## src/rtl/uart_tx_arbiter_pkg.sv

```systemverilog
// rtl/uart_tx_arbiter_pkg.sv - shared states, default parameters and width helpers for uart_tx_arbiter
package uart_tx_arbiter_pkg;

`ifdef UART_TX_ARBITER_GAP_EN
    typedef enum logic [1:0] {
        ST_IDLE      = 2'd0,
        ST_SEND      = 2'd1,
        ST_WAIT_DONE = 2'd2,
        ST_GAP       = 2'd3
    } state_t;
`else
    typedef enum logic [1:0] {
        ST_IDLE      = 2'd0,
        ST_SEND      = 2'd1,
        ST_WAIT_DONE = 2'd2
    } state_t;
`endif

    localparam int C_NB_REQ       = 2;
    localparam int C_DATA_WIDTH   = 8;
    localparam int C_MAX_BURST    = 16;
    localparam int C_IDLE_TIMEOUT = 64;
    localparam int C_GAP_CYCLES   = 10;

    // Bits needed to hold a counter value 0..max_val inclusive.
    function automatic int cnt_width(input int max_val);
        return (max_val < 1) ? 1 : $clog2(max_val + 1);
    endfunction

    function automatic int idx_width(input int n);
        return (n > 1) ? $clog2(n) : 1;
    endfunction

    localparam int C_PTR_W       = idx_width(C_NB_REQ);
    localparam int C_BURST_CNT_W = cnt_width(C_MAX_BURST);
    localparam int C_IDLE_CNT_W  = cnt_width(C_IDLE_TIMEOUT);
    localparam int C_GAP_CNT_W   = cnt_width(C_GAP_CYCLES);

endpackage

```

## src/rtl/rr_priority_encoder.sv

```systemverilog
// rtl/rr_priority_encoder.sv - one-hot pick of the first set request at or after a rotating pointer
module rr_priority_encoder
    import uart_tx_arbiter_pkg::*;
#(
    parameter int G_NB_REQ = C_NB_REQ,
    parameter int PTR_W    = idx_width(G_NB_REQ)
) (
    input  logic [G_NB_REQ-1:0] req_i,
    input  logic [PTR_W-1:0]    ptr_i,
    output logic [G_NB_REQ-1:0] grant_o,
    output logic                valid_o
);

    always_comb begin
        int idx;
        idx     = 0;
        grant_o = '0;
        valid_o = 1'b0;
        for (int i = 0; i < G_NB_REQ; i++) begin
            idx = int'(ptr_i) + i;
            if (idx >= G_NB_REQ) begin
                idx = idx - G_NB_REQ;
            end
            if (!valid_o && req_i[idx]) begin
                grant_o[idx] = 1'b1;
                valid_o      = 1'b1;
            end
        end
    end

endmodule

```

## src/rtl/uart_tx_arbiter.sv

```systemverilog
// rtl/uart_tx_arbiter.sv - round-robin sharing of one UART transmitter; UART_TX_ARBITER_GAP_EN adds an inter-frame gap
module uart_tx_arbiter
    import uart_tx_arbiter_pkg::*;
#(
    parameter int G_NB_REQ       = C_NB_REQ,
    parameter int G_DATA_WIDTH   = C_DATA_WIDTH,
    parameter int G_MAX_BURST    = C_MAX_BURST,
    parameter int G_IDLE_TIMEOUT = C_IDLE_TIMEOUT,
    parameter int G_GAP_CYCLES   = C_GAP_CYCLES
) (
    input  logic                             clk,
    input  logic                             rst,
    input  logic [G_NB_REQ-1:0]              i_req_valid,
    input  logic [G_NB_REQ*G_DATA_WIDTH-1:0] i_req_data,
    input  logic [G_NB_REQ-1:0]              i_req_last,
    output logic [G_NB_REQ-1:0]              o_req_ready,
    output logic [G_NB_REQ-1:0]              o_grant,
    output logic                             o_tx_start,
    output logic [G_DATA_WIDTH-1:0]          o_tx_data,
    input  logic                             i_tx_done,
    output logic                             o_busy
);

    localparam int PTR_W   = idx_width(G_NB_REQ);
    localparam int BURST_W = cnt_width(G_MAX_BURST);
    localparam int IDLE_W  = cnt_width(G_IDLE_TIMEOUT);

    generate
        if (G_NB_REQ < 1 || G_NB_REQ > 8 || G_MAX_BURST < 1 || G_MAX_BURST > 255 ||
            G_IDLE_TIMEOUT < 1 || G_IDLE_TIMEOUT > 1023 || G_GAP_CYCLES < 1 ||
            G_DATA_WIDTH < 1) begin : g_param_check
            $error("uart_tx_arbiter: parameter out of range");
        end
    endgenerate

    state_t                  state_q, state_d;
    logic [G_NB_REQ-1:0]     grant_q, grant_d;
    logic [PTR_W-1:0]        gidx_q, gidx_d;
    logic [PTR_W-1:0]        rr_ptr_q, rr_ptr_d;
    logic [BURST_W-1:0]      burst_q, burst_d;
    logic [IDLE_W-1:0]       idle_q, idle_d;
    logic [IDLE_W-1:0]       idle_inc;
    logic [G_DATA_WIDTH-1:0] tx_data_q, tx_data_d;
    logic                    last_q, last_d;
    logic                    tx_start_q, tx_start_d;
    logic                    release_grant;

    logic [G_NB_REQ-1:0]     enc_grant;
    logic                    enc_valid;
    logic [PTR_W-1:0]        enc_idx;

`ifdef UART_TX_ARBITER_GAP_EN
    localparam int GAP_W = cnt_width(G_GAP_CYCLES);
    logic [GAP_W-1:0]        gap_q, gap_d;
`endif

    rr_priority_encoder #(
        .G_NB_REQ (G_NB_REQ),
        .PTR_W    (PTR_W)
    ) u_rr_enc (
        .req_i   (i_req_valid),
        .ptr_i   (rr_ptr_q),
        .grant_o (enc_grant),
        .valid_o (enc_valid)
    );

    always_comb begin
        enc_idx = '0;
        for (int i = 0; i < G_NB_REQ; i++) begin
            if (enc_grant[i]) begin
                enc_idx = PTR_W'(i);
            end
        end
    end

    always_comb begin
        state_d       = state_q;
        grant_d       = grant_q;
        gidx_d        = gidx_q;
        rr_ptr_d      = rr_ptr_q;
        burst_d       = burst_q;
        idle_d        = idle_q;
        tx_data_d     = tx_data_q;
        last_d        = last_q;
        tx_start_d    = 1'b0;
        release_grant = 1'b0;
        idle_inc      = (idle_q == IDLE_W'(G_IDLE_TIMEOUT)) ? idle_q : idle_q + 1'b1;
`ifdef UART_TX_ARBITER_GAP_EN
        gap_d         = gap_q;
`endif

        case (state_q)
            ST_IDLE: begin
                if (enc_valid) begin
                    grant_d = enc_grant;
                    gidx_d  = enc_idx;
                    state_d = ST_SEND;
                end
            end
            ST_SEND: begin
                if (i_req_valid[gidx_q]) begin
                    tx_data_d  = i_req_data[int'(gidx_q)*G_DATA_WIDTH +: G_DATA_WIDTH];
                    last_d     = i_req_last[gidx_q];
                    tx_start_d = 1'b1;
                    idle_d     = '0;
                    state_d    = ST_WAIT_DONE;
                end else if (idle_inc == IDLE_W'(G_IDLE_TIMEOUT)) begin
                    release_grant = 1'b1;
                end else begin
                    idle_d = idle_inc;
                end
            end
            ST_WAIT_DONE: begin
                if (i_tx_done) begin
                    if (last_q || (burst_q + 1'b1) == BURST_W'(G_MAX_BURST)) begin
                        release_grant = 1'b1;
                    end else begin
                        burst_d = burst_q + 1'b1;
                        state_d = ST_SEND;
                    end
                end
            end
`ifdef UART_TX_ARBITER_GAP_EN
            ST_GAP: begin
                if (gap_q == GAP_W'(G_GAP_CYCLES - 1)) begin
                    gap_d   = '0;
                    state_d = ST_IDLE;
                end else begin
                    gap_d = gap_q + 1'b1;
                end
            end
`endif
            default: state_d = ST_IDLE;
        endcase

        // Next owner search starts just past the requester being released.
        if (release_grant) begin
            grant_d  = '0;
            burst_d  = '0;
            idle_d   = '0;
            rr_ptr_d = (int'(gidx_q) == G_NB_REQ - 1) ? '0 : gidx_q + 1'b1;
`ifdef UART_TX_ARBITER_GAP_EN
            gap_d    = '0;
            state_d  = ST_GAP;
`else
            state_d  = ST_IDLE;
`endif
        end
    end

    always_ff @(posedge clk or posedge rst) begin
        if (rst) begin
            state_q    <= ST_IDLE;
            grant_q    <= '0;
            gidx_q     <= '0;
            rr_ptr_q   <= '0;
            burst_q    <= '0;
            idle_q     <= '0;
            tx_data_q  <= '0;
            last_q     <= 1'b0;
            tx_start_q <= 1'b0;
`ifdef UART_TX_ARBITER_GAP_EN
            gap_q      <= '0;
`endif
        end else begin
            state_q    <= state_d;
            grant_q    <= grant_d;
            gidx_q     <= gidx_d;
            rr_ptr_q   <= rr_ptr_d;
            burst_q    <= burst_d;
            idle_q     <= idle_d;
            tx_data_q  <= tx_data_d;
            last_q     <= last_d;
            tx_start_q <= tx_start_d;
`ifdef UART_TX_ARBITER_GAP_EN
            gap_q      <= gap_d;
`endif
        end
    end

    assign o_req_ready = (state_q == ST_SEND) ? grant_q : '0;
    assign o_grant     = grant_q;
    assign o_tx_start  = tx_start_q;
    assign o_tx_data   = tx_data_q;
    assign o_busy      = (state_q != ST_IDLE);

endmodule

```

## config.mk

```make
export PLATFORM = sky130hd
export DESIGN_NAME = uart_tx_arbiter
export DESIGN_NICKNAME = d
export VERILOG_FILES = /design/src/rtl/uart_tx_arbiter_pkg.sv /design/src/rtl/rr_priority_encoder.sv /design/src/rtl/uart_tx_arbiter.sv
export SDC_FILE = /design/constraint.sdc
export NUM_CORES = 1
export LEC_CHECK = 0
export CORE_MARGIN = 3
export CORE_UTILIZATION = 55
export CTS_BUF_LIST = sky130_fd_sc_hd__clkbuf_8
export DETAILED_ROUTE_END_ITERATION = 6
export DONT_BUFFER_PORTS = 1
export PLACE_DENSITY = 0.77
export SYNTH_ARGS = -nofsm -noshare
export SYNTH_HDL_FRONTEND = slang
export SYNTH_HIERARCHICAL = 1
export SYNTH_SLANG_ARGS = --single-unit
```

## constraint.sdc

```tcl
create_clock -name clk -period 3.5 [get_ports clk]
set_clock_uncertainty 0.2 [all_clocks]
set_input_delay 0.7 -clock clk [delete_from_list [all_inputs] [get_ports clk]]
set_output_delay 0.7 -clock clk [all_outputs]
set_load 0.01 [all_outputs]
```

==> results of run 1 <==
-- state kept, by name (all words and copies together), names as in the netlist --
register,count
burst_q,5
gidx_q,1
idle_q,7
last_q,1
o_grant,2
o_tx_data,8
o_tx_start,1
rr_ptr_q,1
state_q,2
-- stage by stage --
| step | hold slack, ns | util |
|---|---|---|
| floorplan | 0.310 | - |
| global placement | 0.327 | 0.618 |
| detailed placement | 0.334 | 0.618 |
| CTS | 0.353 | 0.642 |
| global route | 0.383 | 0.642 |
| finish | 0.356 | 0.642 |
-- routing by layer --
layer | wire length (µm) | part of all wire | up-vias | GRT usage
met2 | 1720 | 0.49 | 35 | 0.338
met5 | 0 | 0 | - | 0
met4 | 65 | 0.018 | 0 | 0.0909
met3 | 165 | 0.047 | 10 | 0.0324
li1 | - | - | 649 | -
met1 | 1570 | 0.45 | 654 | 0.237
-- cell type report --
class                   count  share of cell area
multi-input cells         140               0.529
flip-flops and latches     28               0.376
well taps                  42              0.0282
clock buffers               3              0.0222
clock inverters             1              0.0161
inverters                   8              0.0161
repair buffers              3              0.0121
-- cells in the final DEF (no fill, tap or decap), drive strengths merged, types with 4 or more instances in the layout --
master  Yosys  final
nor2       26     26
nand2      14     14
mux2i      12     12
and2        4      4
dfrtp      28     28
a21oi      15     15
inv         8      8
ha          7      7
nand3       6      6
o21ai      10     10
xnor2       5      5
-- Yosys cell counts (all sizes together) --
| cell | number | area share |
|---|---|---|
| nand4bb | 1 | 0.016 |
| a21oi | 15 | 0.044 |
| clkbuf | 4 | 0.0085 |
| and3 | 2 | 0.0071 |
| a211o | 1 | 0.0049 |
| dfrtp | 28 | 0.40 |
| a21boi | 2 | 0.0085 |
| o21a | 1 | 0.0042 |
| nand2 | 14 | 0.030 |
| a31oi | 2 | 0.0071 |
| nand4b | 1 | 0.0049 |
| a22oi | 2 | 0.0085 |
| and2 | 4 | 0.014 |
| or2 | 2 | 0.0071 |
| a311oi | 1 | 0.0049 |
| o211ai | 2 | 0.0085 |
| a211oi | 2 | 0.0085 |
| mux2i | 12 | 0.068 |
| nor2 | 26 | 0.068 |
| a21o | 1 | 0.0042 |
| nor3 | 3 | 0.0085 |
| and4 | 2 | 0.0099 |
| a32oi | 2 | 0.0099 |
| a21bo | 1 | 0.0056 |
| or4 | 1 | 0.0042 |
| o21ai | 10 | 0.035 |
| nand2b | 1 | 0.0035 |
| buf | 6 | 0.023 |
| ha | 7 | 0.049 |
| o2111ai | 1 | 0.0049 |
| nand3 | 6 | 0.017 |
| xor2 | 3 | 0.015 |
| a2111oi | 1 | 0.016 |
| nor4 | 1 | 0.0035 |
| o31ai | 1 | 0.0071 |
| inv | 8 | 0.017 |
| or3 | 2 | 0.0099 |
| xnor2 | 5 | 0.029 |
| mux2 | 1 | 0.0064 |
| o31a | 1 | 0.0049 |
-- worst max-delay path, cell delays in order, from the launching register on --
cell       delay (ns)
dfrtp_1          0.43
inv_1            0.16
ha_1             0.22
nand4bb_4        0.14
or3_1            0.45
xnor2_2          0.21
or3_4            0.41
o21ai_4          0.43
buf_4            0.24
nor2_2           0.05
-- how the worst max path moves through the flow --
stage,from,end,slack [ns]
after floorplan,idle_q[0],idle_q[0],0.85
after global placement,idle_q[0],burst_q[4],0.57
after detailed placement,idle_q[0],burst_q[3],0.48
after CTS,idle_q[0],burst_q[3],0.45
after global routing,idle_q[0],burst_q[4],0.33
final,idle_q[0],burst_q[3],0.47
-- report_power, final --
group / leakage [nW] / internal, W / total, W / switching [W]
Combinational: 0.412 / 0.000248 / 0.000594 / 0.000346
Sequential: 0.348 / 0.000439 / 0.000576 / 0.000137
Clock: 0.0357 / 0.000153 / 0.000253 / 0.000100
-- logic make-up after synthesis --
family                     Yosys count  share of synthesized area
and+or+nand+nor                     66                      0.203
AOI/OAI and AO/OA                   46                      0.186
DFF                                 28                      0.395
buffers and inverters               18                     0.0487
muxes                               13                     0.0741
xor gates and xnor gates             8                     0.0438
adders and majority gates            7                     0.0494
==> impl_results.html, run 1 <==
<table>
<tr><th>Metric</th><th>Value</th></tr>
<tr><th colspan="2">Power and ir drop</th></tr>
<tr><td>Power per cell area</td><td>764 mW/mm²</td></tr>
<tr><td>Maximum resistive drop on vdd</td><td>0.524 mV</td></tr>
<tr><td>Total power draw</td><td>0.00142 W</td></tr>
<tr><td>Lkg Pwr</td><td>0.796 nW</td></tr>
<tr><th colspan="2">Place</th></tr>
<tr><td>Pre-CTS setup slack</td><td>0.482 ns</td></tr>
<tr><td>Placer Congestion</td><td>0.954</td></tr>
<tr><td>Placed Area</td><td>0.00179 mm²</td></tr>
<tr><td>Detailed Place HPWL</td><td>2.62 mm</td></tr>
<tr><td>IO buf count</td><td>0</td></tr>
<tr><td>Cells after DPL</td><td>221</td></tr>
<tr><th colspan="2">Outcome</th></tr>
<tr><td>Result of the run</td><td>complete, no violations</td></tr>
<tr><th colspan="2">Die</th></tr>
<tr><td>Area enclosed by the die boundary</td><td>0.00394 mm²</td></tr>
<tr><td>Die W</td><td>62.8 µm</td></tr>
<tr><td>Placeable core region</td><td>0.00290 mm²</td></tr>
<tr><td>Floorplan row count</td><td>19</td></tr>
<tr><td>Effective utilization at floorplan</td><td>0.611</td></tr>
<tr><td>Io pins</td><td>37</td></tr>
<tr><td>Height of the chip</td><td>62.8 µm</td></tr>
<tr><th colspan="2">Clocking</th></tr>
<tr><td>Setup bufs post-CTS</td><td>0</td></tr>
<tr><td>Maximum root-to-sink buffer count</td><td>2</td></tr>
<tr><td>Cts bufs inserted</td><td>3</td></tr>
<tr><td>PostCTS Resize Cnt</td><td>0</td></tr>
<tr><td>Insertion delay of the later-clocked pin in the worst-skew pair</td><td>0.27 ns</td></tr>
<tr><td>Clock-pin slew on the worst setup and hold paths</td><td>0.10 ns</td></tr>
<tr><td>Clock tree from TritonCTS</td><td>yes</td></tr>
<tr><td>Sinks on Clock Net</td><td>28</td></tr>
<tr><td>Clock Root Buffer</td><td>clkbuf_8</td></tr>
<tr><td>Hold buffer count at cts</td><td>0</td></tr>
<tr><td>Depth of the CTS H-tree</td><td>1</td></tr>
<tr><th colspan="2">Routing</th></tr>
<tr><td>Number of detailed-routing iterations run before antenna repair</td><td>4</td></tr>
<tr><td>Routed WL per cell</td><td>15.6 µm</td></tr>
<tr><td>Via total after detailed routing</td><td>1,348</td></tr>
<tr><td>Total wire length after detailed routing</td><td>3.52 mm</td></tr>
<tr><td>First-iteration detailed-routing DRC count</td><td>64</td></tr>
<tr><td>ANT nets after route</td><td>0</td></tr>
<tr><td>DRC Markers</td><td>0</td></tr>
<tr><td>Via density</td><td>5.99</td></tr>
<tr><th colspan="2">STA</th></tr>
<tr><td>Max Transition Viols Final</td><td>0</td></tr>
<tr><td>Actual transition at the worst max-transition pin</td><td>1.03 ns</td></tr>
<tr><td>Minimum clock period</td><td>3.03 ns</td></tr>
<tr><td>Max Clk Rate</td><td>330 MHz</td></tr>
<tr><td>Final setup vio count</td><td>0</td></tr>
<tr><td>Max-Slew Margin vs Limit</td><td>0.310</td></tr>
<tr><td>Setup repair after global routing missed its margin</td><td>false</td></tr>
<tr><td>Share of the clock period used by the worst path</td><td>0.866</td></tr>
<tr><td>Final count of hold timing violations</td><td>0</td></tr>
<tr><td>Sum of negative setup slack</td><td>0 ns</td></tr>
<tr><td>Min setup slack post-route</td><td>0.469 ns</td></tr>
<tr><th colspan="2">GRT</th></tr>
<tr><td>First-pass GRT wire length</td><td>6.24 mm</td></tr>
<tr><td>GR Overflow Total</td><td>0</td></tr>
<tr><td>Pin count of the biggest net entering global routing</td><td>29</td></tr>
<tr><td>Initial antenna violation count</td><td>0</td></tr>
<tr><td>Number of global-route vias before repair</td><td>1,400</td></tr>
<tr><td>Overall Global Routing Usage</td><td>0.196</td></tr>
<tr><th colspan="2">Run</th></tr>
<tr><td>Max_cap viols</td><td>0</td></tr>
<tr><th colspan="2">Cells and area</th></tr>
<tr><td>Signed area change from the synthesized netlist to the final layout</td><td>5.08%</td></tr>
<tr><td>ANT cells</td><td>0</td></tr>
<tr><td>Design area</td><td>0.00186 mm²</td></tr>
<tr><td>Number of fill cells</td><td>246</td></tr>
<tr><td>Count of non-filler cells in the finished layout</td><td>225</td></tr>
<tr><td>Total Nets Final</td><td>214</td></tr>
<tr><td>Layout cell share with drive strength beyond 1</td><td>0.142</td></tr>
<tr><td>Multi-input gate area in the final layout</td><td>986 µm²</td></tr>
<tr><td>Total area of sequential cells</td><td>701 µm²</td></tr>
<tr><th colspan="2">Worst setup path</th></tr>
<tr><td>Crit start category</td><td>register</td></tr>
<tr><td>Setup crit end kind</td><td>register</td></tr>
<tr><td>Reg-to-reg setup timing slack</td><td>0.47 ns</td></tr>
<tr><td>Required time worst endpoint</td><td>3.47 ns</td></tr>
<tr><td>Cell depth of the worst flop-to-flop path</td><td>9</td></tr>
<tr><td>Reg-to-reg startpoint</td><td>idle_q[0]</td></tr>
<tr><td>Reg2reg end</td><td>burst_q[3]</td></tr>
<tr><td>Largest driver fanout on the critical path</td><td>14</td></tr>
<tr><td>Arrival time reported for the critical path endpoint</td><td>3.00 ns</td></tr>
<tr><td>Crit Path Class</td><td>reg2reg</td></tr>
<tr><th colspan="2">Logic synthesis</th></tr>
<tr><td>Syn nets</td><td>216</td></tr>
<tr><td>Yosys synthesis warning count</td><td>6</td></tr>
<tr><td>Proportion of synthesized chip area in sequential cells</td><td>0.395</td></tr>
<tr><td>FF+latch count, synth</td><td>28</td></tr>
<tr><td>Gate count of the mapped netlist</td><td>186</td></tr>
<tr><td>Synth Cell Area</td><td>0.00177 mm²</td></tr>
<tr><td>Avg Cell Area, Syn</td><td>9.53 µm²</td></tr>
<tr><td>Library cells used by synthesis</td><td>50</td></tr>
<tr><th colspan="2">Worst hold path</th></tr>
<tr><td>Type of the most critical hold path</td><td>in2async</td></tr>
</table>
(Power assumes the default switching activity.)
==> inputs of run 2 (changes only) <==
==> constraint.sdc (replaced) <==
create_clock -name clk -period 3.4 [get_ports clk]
set_clock_uncertainty 0.2 [all_clocks]
set_input_delay 0.68 -clock clk [delete_from_list [all_inputs] [get_ports clk]]
set_output_delay 0.68 -clock clk [all_outputs]
set_load 0.01 [all_outputs]
==> impl_results.html, run 2 (synthesis gave the netlist of run 1 again) <==
<table>
<tr><th>Metric</th><th>Value</th></tr>
<tr><th colspan="2">Outcome</th></tr>
<tr><td>Result of the run</td><td>complete, no violations</td></tr>
<tr><th colspan="2">Worst setup path</th></tr>
<tr><td>Required time worst endpoint</td><td>3.34 ns</td></tr>
<tr><td>Arrival time reported for the critical path endpoint</td><td>2.89 ns</td></tr>
<tr><td>Largest driver fanout on the critical path</td><td>11</td></tr>
<tr><td>Setup crit end kind</td><td>register</td></tr>
<tr><td>Reg-to-reg setup timing slack</td><td>0.45 ns</td></tr>
<tr><td>Crit start category</td><td>register</td></tr>
<tr><td>Crit Path Class</td><td>reg2reg</td></tr>
<tr><th colspan="2">GRT</th></tr>
<tr><td>Number of global-route vias before repair</td><td>1,320</td></tr>
<tr><td>GR Overflow Total</td><td>0</td></tr>
<tr><td>First-pass GRT wire length</td><td>6.07 mm</td></tr>
<tr><td>Initial antenna violation count</td><td>0</td></tr>
<tr><td>Overall Global Routing Usage</td><td>0.186</td></tr>
<tr><td>Pin count of the biggest net entering global routing</td><td>29</td></tr>
<tr><th colspan="2">Cells and area</th></tr>
<tr><td>Signed area change from the synthesized netlist to the final layout</td><td>5.08%</td></tr>
<tr><td>Final core area utilization</td><td>0.642</td></tr>
<tr><td>Design area</td><td>0.00186 mm²</td></tr>
<tr><td>Commonest cells after routing, fill and taps aside</td><td>dfrtp_1, nor2_1, nand2_1, a21oi_1, mux2i_1</td></tr>
<tr><td>Layout cell share with drive strength beyond 1</td><td>0.142</td></tr>
<tr><td>Multi-input gate area in the final layout</td><td>986 µm²</td></tr>
<tr><td>Max FFs per register</td><td>8</td></tr>
<tr><td>ANT cells</td><td>0</td></tr>
<tr><td>Total Nets Final</td><td>214</td></tr>
<tr><td>Number of fill cells</td><td>245</td></tr>
<tr><td>Most frequent standard cell in the layout excluding fill and tap cells</td><td>dfrtp_1</td></tr>
<tr><td>Total area of sequential cells</td><td>701 µm²</td></tr>
<tr><th colspan="2">Clocking</th></tr>
<tr><td>PostCTS Resize Cnt</td><td>0</td></tr>
<tr><td>Sinks on Clock Net</td><td>28</td></tr>
<tr><td>Depth of the CTS H-tree</td><td>1</td></tr>
<tr><td>Clock-pin slew on the worst setup and hold paths</td><td>0.09 ns</td></tr>
<tr><td>Hold buffer count at cts</td><td>0</td></tr>
<tr><td>Insertion delay of the later-clocked pin in the worst-skew pair</td><td>0.27 ns</td></tr>
<tr><td>Clock tree from TritonCTS</td><td>yes</td></tr>
<tr><td>Setup bufs post-CTS</td><td>0</td></tr>
<tr><td>Cts bufs inserted</td><td>3</td></tr>
<tr><td>Maximum root-to-sink buffer count</td><td>2</td></tr>
<tr><td>Clock Root Buffer</td><td>clkbuf_8</td></tr>
<tr><th colspan="2">Power and ir drop</th></tr>
<tr><td>Power per cell area</td><td>786 mW/mm²</td></tr>
<tr><td>Total power draw</td><td>0.00146 W</td></tr>
<tr><td>Maximum resistive drop on vdd</td><td>0.512 mV</td></tr>
<tr><td>Lkg Pwr</td><td>0.796 nW</td></tr>
<tr><th colspan="2">STA</th></tr>
<tr><td>Actual transition at the worst max-transition pin</td><td>1.03 ns</td></tr>
<tr><td>Max-Slew Margin vs Limit</td><td>0.315</td></tr>
<tr><td>Final count of hold timing violations</td><td>0</td></tr>
<tr><td>Sum of negative setup slack</td><td>0 ns</td></tr>
<tr><td>Hold Slack</td><td>0.333 ns</td></tr>
<tr><td>Max Transition Viols Final</td><td>0</td></tr>
<tr><td>Share of the clock period used by the worst path</td><td>0.867</td></tr>
<tr><td>Final setup vio count</td><td>0</td></tr>
<tr><td>Minimum clock period</td><td>2.95 ns</td></tr>
<tr><td>Setup repair after global routing missed its margin</td><td>false</td></tr>
<tr><td>Max Clk Rate</td><td>339 MHz</td></tr>
<tr><th colspan="2">Routing</th></tr>
<tr><td>First-iteration detailed-routing DRC count</td><td>74</td></tr>
<tr><td>Number of detailed-routing iterations run before antenna repair</td><td>4</td></tr>
<tr><td>Via total after detailed routing</td><td>1,304</td></tr>
<tr><td>ANT nets after route</td><td>0</td></tr>
<tr><td>Total wire length after detailed routing</td><td>3.56 mm</td></tr>
<tr><td>DRC Markers</td><td>0</td></tr>
<tr><td>Routed WL per cell</td><td>15.8 µm</td></tr>
<tr><td>Via density</td><td>5.80</td></tr>
<tr><th colspan="2">Die</th></tr>
<tr><td>Io pins</td><td>37</td></tr>
<tr><td>Area enclosed by the die boundary</td><td>0.00394 mm²</td></tr>
<tr><td>Placeable core region</td><td>0.00290 mm²</td></tr>
<tr><td>Floorplan row count</td><td>19</td></tr>
<tr><td>Die W</td><td>62.8 µm</td></tr>
<tr><td>Effective utilization at floorplan</td><td>0.611</td></tr>
<tr><td>Height of the chip</td><td>62.8 µm</td></tr>
<tr><th colspan="2">Place</th></tr>
<tr><td>IO buf count</td><td>0</td></tr>
<tr><td>Placed Area</td><td>0.00179 mm²</td></tr>
<tr><td>Detailed Place HPWL</td><td>2.75 mm</td></tr>
<tr><td>Placer Congestion</td><td>0.947</td></tr>
<tr><th colspan="2">Run</th></tr>
<tr><td>Max_cap viols</td><td>0</td></tr>
<tr><th colspan="2">Worst hold path</th></tr>
<tr><td>Type of the most critical hold path</td><td>in2async</td></tr>
</table>
run 2: cell counts in the layout (fill, tap and decap cells not counted):
Identical to the previous run, type by type.
run 2: metal layers:
metal,wire length [µm],GRT usage,up-vias
met5,0,0,-
met4,15,0.0331,0
met3,168,0.0432,2
met2,1810,0.313,27
met1,1570,0.248,626
li1,-,-,649
run 2: report_power, final:
part | total [W] | switching (W) | internal [W]
Sequential | 0.000596 | 0.000144 | 0.000452
Clock | 0.000258 | 0.000101 | 0.000158
Combinational | 0.000610 | 0.000355 | 0.000255
run 2: path summary, 6_finish.rpt:
kind | startpoint | end | depth (start not counted)
min in group clk | rr_ptr_q | rr_ptr_q | 2
hold / removal | rst | burst_q[1] | 1
hold reg to reg | rr_ptr_q | rr_ptr_q | 2
max in group asynchronous | rst | o_grant[0] | 1
setup reg to reg | idle_q[0] | idle_q[2] | 9
setup / recovery | idle_q[0] | idle_q[2] | 9
run 2: stage by stage:
stage	setup slack [ns]	instances
after floorplan	0.754	186
after global placement	0.576	221
after detailed placement	0.487	221
after CTS	0.465	225
after global routing	0.323	225
final	0.451	225
run 2: layout make-up:
cell class              count  area share
clock buffers               3      0.0222
repair buffers              3      0.0121
clock inverters             1      0.0161
flip-flops and latches     28       0.376
multi-input cells         140       0.529
well taps                  42      0.0282
inverters                   8      0.0161
run 2: critical path: stages (launching register included):
cell       delay, ns
dfrtp_1         0.44
inv_1           0.17
ha_1            0.23
nand4bb_4       0.13
or3_1           0.45
xnor2_2         0.20
or3_4           0.41
o21ai_4         0.26
buf_4           0.27
a211oi_1        0.06
==> inputs of run 3 (changes only) <==
--- a/config.mk
+++ b/config.mk
@@ -5,6 +5,7 @@
 export SDC_FILE = /design/constraint.sdc
 export NUM_CORES = 1
 export LEC_CHECK = 0
+export CORE_ASPECT_RATIO = 0.5
 export CORE_MARGIN = 3
 export CORE_UTILIZATION = 55
 export CTS_BUF_LIST = sky130_fd_sc_hd__clkbuf_8
==> impl_results.html, run 3 (synthesis gave the netlist of run 1 again) <==
<table>
<tr><th>Metric</th><th>Value</th></tr>
<tr><th colspan="2">Power and ir drop</th></tr>
<tr><td>Lkg Pwr</td><td>0.796 nW</td></tr>
<tr><td>Power per cell area</td><td>794 mW/mm²</td></tr>
<tr><td>Maximum resistive drop on vdd</td><td>0.449 mV</td></tr>
<tr><th colspan="2">Clocking</th></tr>
<tr><td>Sinks on Clock Net</td><td>28</td></tr>
<tr><td>Cts bufs inserted</td><td>3</td></tr>
<tr><td>Clock tree from TritonCTS</td><td>yes</td></tr>
<tr><td>PostCTS Resize Cnt</td><td>0</td></tr>
<tr><td>Clock Root Buffer</td><td>clkbuf_8</td></tr>
<tr><td>Insertion delay of the later-clocked pin in the worst-skew pair</td><td>0.28 ns</td></tr>
<tr><td>Depth of the CTS H-tree</td><td>1</td></tr>
<tr><td>Hold buffer count at cts</td><td>0</td></tr>
<tr><td>Maximum root-to-sink buffer count</td><td>2</td></tr>
<tr><td>Clock-pin slew on the worst setup and hold paths</td><td>0.10 ns</td></tr>
<tr><td>Setup bufs post-CTS</td><td>0</td></tr>
<tr><th colspan="2">Worst setup path</th></tr>
<tr><td>Arrival time reported for the critical path endpoint</td><td>2.93 ns</td></tr>
<tr><td>Cell breakdown of the critical path</td><td>inv_1 -&gt; ha_1 -&gt; nand4bb_4 -&gt; or3_1 -&gt; xnor2_2 -&gt; or3_4 -&gt; o21ai_4 -&gt; buf_4 -&gt; mux2i_1</td></tr>
<tr><td>Required time worst endpoint</td><td>3.40 ns</td></tr>
<tr><td>Largest stage delay, worst path</td><td>0.44 ns</td></tr>
<tr><td>Reg-to-reg setup timing slack</td><td>0.48 ns</td></tr>
<tr><td>Slowest CP cell</td><td>dfrtp_1</td></tr>
<tr><td>Total stage count of the critical path</td><td>9</td></tr>
<tr><td>Cell family contributing the most delay on the critical path</td><td>simple AND/OR/NAND/NOR gates</td></tr>
<tr><td>Startpoint of the worst setup timing path</td><td>idle_q[0]</td></tr>
<tr><td>Largest driver fanout on the critical path</td><td>17</td></tr>
<tr><td>Number of buffers and inverters on the critical path</td><td>2</td></tr>
<tr><td>Cell depth of the worst flop-to-flop path</td><td>9</td></tr>
<tr><td>Crit Path Class</td><td>reg2reg</td></tr>
<tr><td>Worst setup path endpoint</td><td>rr_ptr_q</td></tr>
<tr><td>Reg-to-reg startpoint</td><td>idle_q[0]</td></tr>
<tr><td>Reg2reg end</td><td>rr_ptr_q</td></tr>
<tr><td>Crit start category</td><td>register</td></tr>
<tr><td>Setup crit end kind</td><td>register</td></tr>
<tr><th colspan="2">Cells and area</th></tr>
<tr><td>Signed area change from the synthesized netlist to the final layout</td><td>4.73%</td></tr>
<tr><td>Final core area utilization</td><td>0.656</td></tr>
<tr><td>Total area of sequential cells</td><td>701 µm²</td></tr>
<tr><td>Multi-input gate area in the final layout</td><td>986 µm²</td></tr>
<tr><td>Number of fill cells</td><td>239</td></tr>
<tr><td>ANT cells</td><td>0</td></tr>
<tr><td>Most frequent standard cell in the layout excluding fill and tap cells</td><td>dfrtp_1</td></tr>
<tr><td>Max FFs per register</td><td>8</td></tr>
<tr><td>Layout cell share with drive strength beyond 1</td><td>0.142</td></tr>
<tr><td>Total Nets Final</td><td>214</td></tr>
<tr><td>Commonest cells after routing, fill and taps aside</td><td>dfrtp_1, nor2_1, nand2_1, a21oi_1, mux2i_1</td></tr>
<tr><th colspan="2">STA</th></tr>
<tr><td>Max Clk Rate</td><td>342 MHz</td></tr>
<tr><td>Minimum clock period</td><td>2.92 ns</td></tr>
<tr><td>Final count of hold timing violations</td><td>0</td></tr>
<tr><td>Share of the clock period used by the worst path</td><td>0.860</td></tr>
<tr><td>Max Transition Viols Final</td><td>0</td></tr>
<tr><td>Max-Slew Margin vs Limit</td><td>0.299</td></tr>
<tr><td>Setup repair after global routing missed its margin</td><td>false</td></tr>
<tr><td>Sum of negative setup slack</td><td>0 ns</td></tr>
<tr><td>Final setup vio count</td><td>0</td></tr>
<tr><td>Actual transition at the worst max-transition pin</td><td>1.05 ns</td></tr>
<tr><th colspan="2">Die</th></tr>
<tr><td>Placeable core region</td><td>0.00283 mm²</td></tr>
<tr><td>Io pins</td><td>37</td></tr>
<tr><td>Floorplan row count</td><td>13</td></tr>
<tr><td>Area enclosed by the die boundary</td><td>0.00398 mm²</td></tr>
<tr><td>Effective utilization at floorplan</td><td>0.626</td></tr>
<tr><td>Height of the chip</td><td>46.1 µm</td></tr>
<tr><td>Die W</td><td>86.3 µm</td></tr>
<tr><th colspan="2">Place</th></tr>
<tr><td>Detailed Place HPWL</td><td>2.65 mm</td></tr>
<tr><td>Placer Congestion</td><td>0.868</td></tr>
<tr><td>IO buf count</td><td>0</td></tr>
<tr><th colspan="2">GRT</th></tr>
<tr><td>GR Overflow Total</td><td>0</td></tr>
<tr><td>Overall Global Routing Usage</td><td>0.199</td></tr>
<tr><td>Number of global-route vias before repair</td><td>1,321</td></tr>
<tr><td>Initial antenna violation count</td><td>0</td></tr>
<tr><td>First-pass GRT wire length</td><td>6.05 mm</td></tr>
<tr><td>Pin count of the biggest net entering global routing</td><td>29</td></tr>
<tr><th colspan="2">Routing</th></tr>
<tr><td>Via density</td><td>6.29</td></tr>
<tr><td>Total wire length after detailed routing</td><td>3.67 mm</td></tr>
<tr><td>Number of detailed-routing iterations run before antenna repair</td><td>4</td></tr>
<tr><td>Routed WL per cell</td><td>16.7 µm</td></tr>
<tr><td>First-iteration detailed-routing DRC count</td><td>106</td></tr>
<tr><td>DRC Markers</td><td>0</td></tr>
<tr><td>ANT nets after route</td><td>0</td></tr>
<tr><td>Via total after detailed routing</td><td>1,383</td></tr>
<tr><th colspan="2">Run</th></tr>
<tr><td>Max_cap viols</td><td>0</td></tr>
<tr><th colspan="2">Outcome</th></tr>
<tr><td>Result of the run</td><td>complete, no violations</td></tr>
<tr><th colspan="2">Worst hold path</th></tr>
<tr><td>Type of the most critical hold path</td><td>in2async</td></tr>
</table>
[run 3: cell counts in the layout (fill, tap and decap cells not counted)]
Identical to the previous run, type by type.
[run 3: metrics by stage]
| stage | power, W | std cells | hold WS, ns | area, µm² | setup slack, ns |
|---|---|---|---|---|---|
| 6_report | 0.00147 | 220 | 0.341 | 1860 | 0.475 |
| 5_1_grt | 0.00157 | 220 | 0.386 | 1860 | 0.387 |
| 4_1_cts | 0.00148 | 220 | 0.383 | 1860 | 0.484 |
| 3_5_place_dp | 0.00121 | 216 | 0.359 | 1790 | 0.498 |
| 3_3_place_gp | 0.00118 | 216 | 0.336 | 1790 | 0.620 |
| 2_1_floorplan | 0.00108 | 186 | 0.310 | 1770 | 0.754 |
[run 3: worst min path at each step]
stage	startpoint	endpoint	slack (ns)	depth (start not counted)
CTS	rst	burst_q[2]	0.38	1
detailed placement	rr_ptr_q	rr_ptr_q	0.36	2
global route	rr_ptr_q	rr_ptr_q	0.39	2
global placement	rr_ptr_q	rr_ptr_q	0.34	2
floorplan	rr_ptr_q	rr_ptr_q	0.31	2
finish	rst	burst_q[2]	0.34	1
[run 3: layer usage]
metal / share of wire / global-route usage / wire length (µm)
met1: 0.43 / 0.242 / 1590
met2: 0.49 / 0.372 / 1780
met3: 0.075 / 0.0500 / 277
met4: 0.0052 / 0.0373 / 19
met5: 0 / 0 / 0
[run 3: area by class of cell]
cell class | instances | share of cell area
Clock buffer | 3 | 0.0222
Sequential cell | 28 | 0.377
Inverter | 8 | 0.0162
Clock inverter | 1 | 0.0162
Timing Repair Buffer | 3 | 0.0121
Tap cell | 37 | 0.0249
Multi-Input combinational cell | 140 | 0.531
[run 3: worst reg2reg max path: cells and delay by family, from the launching register on]
kind | cells | cell delay (ns)
adders and majority gates | 1 | 0.22
muxes | 1 | 0.23
xor gates and xnor gates | 1 | 0.22
AOI/OAI and AO/OA | 1 | 0.12
and+or+nand+nor | 3 | 0.98
DFF | 1 | 0.44
buffers and inverters | 2 | 0.44
[run 3: power breakdown]
part           internal [W]  switching (W)
sequential         0.000452       0.000149
combinational      0.000255       0.000355
clock              0.000158       0.000105
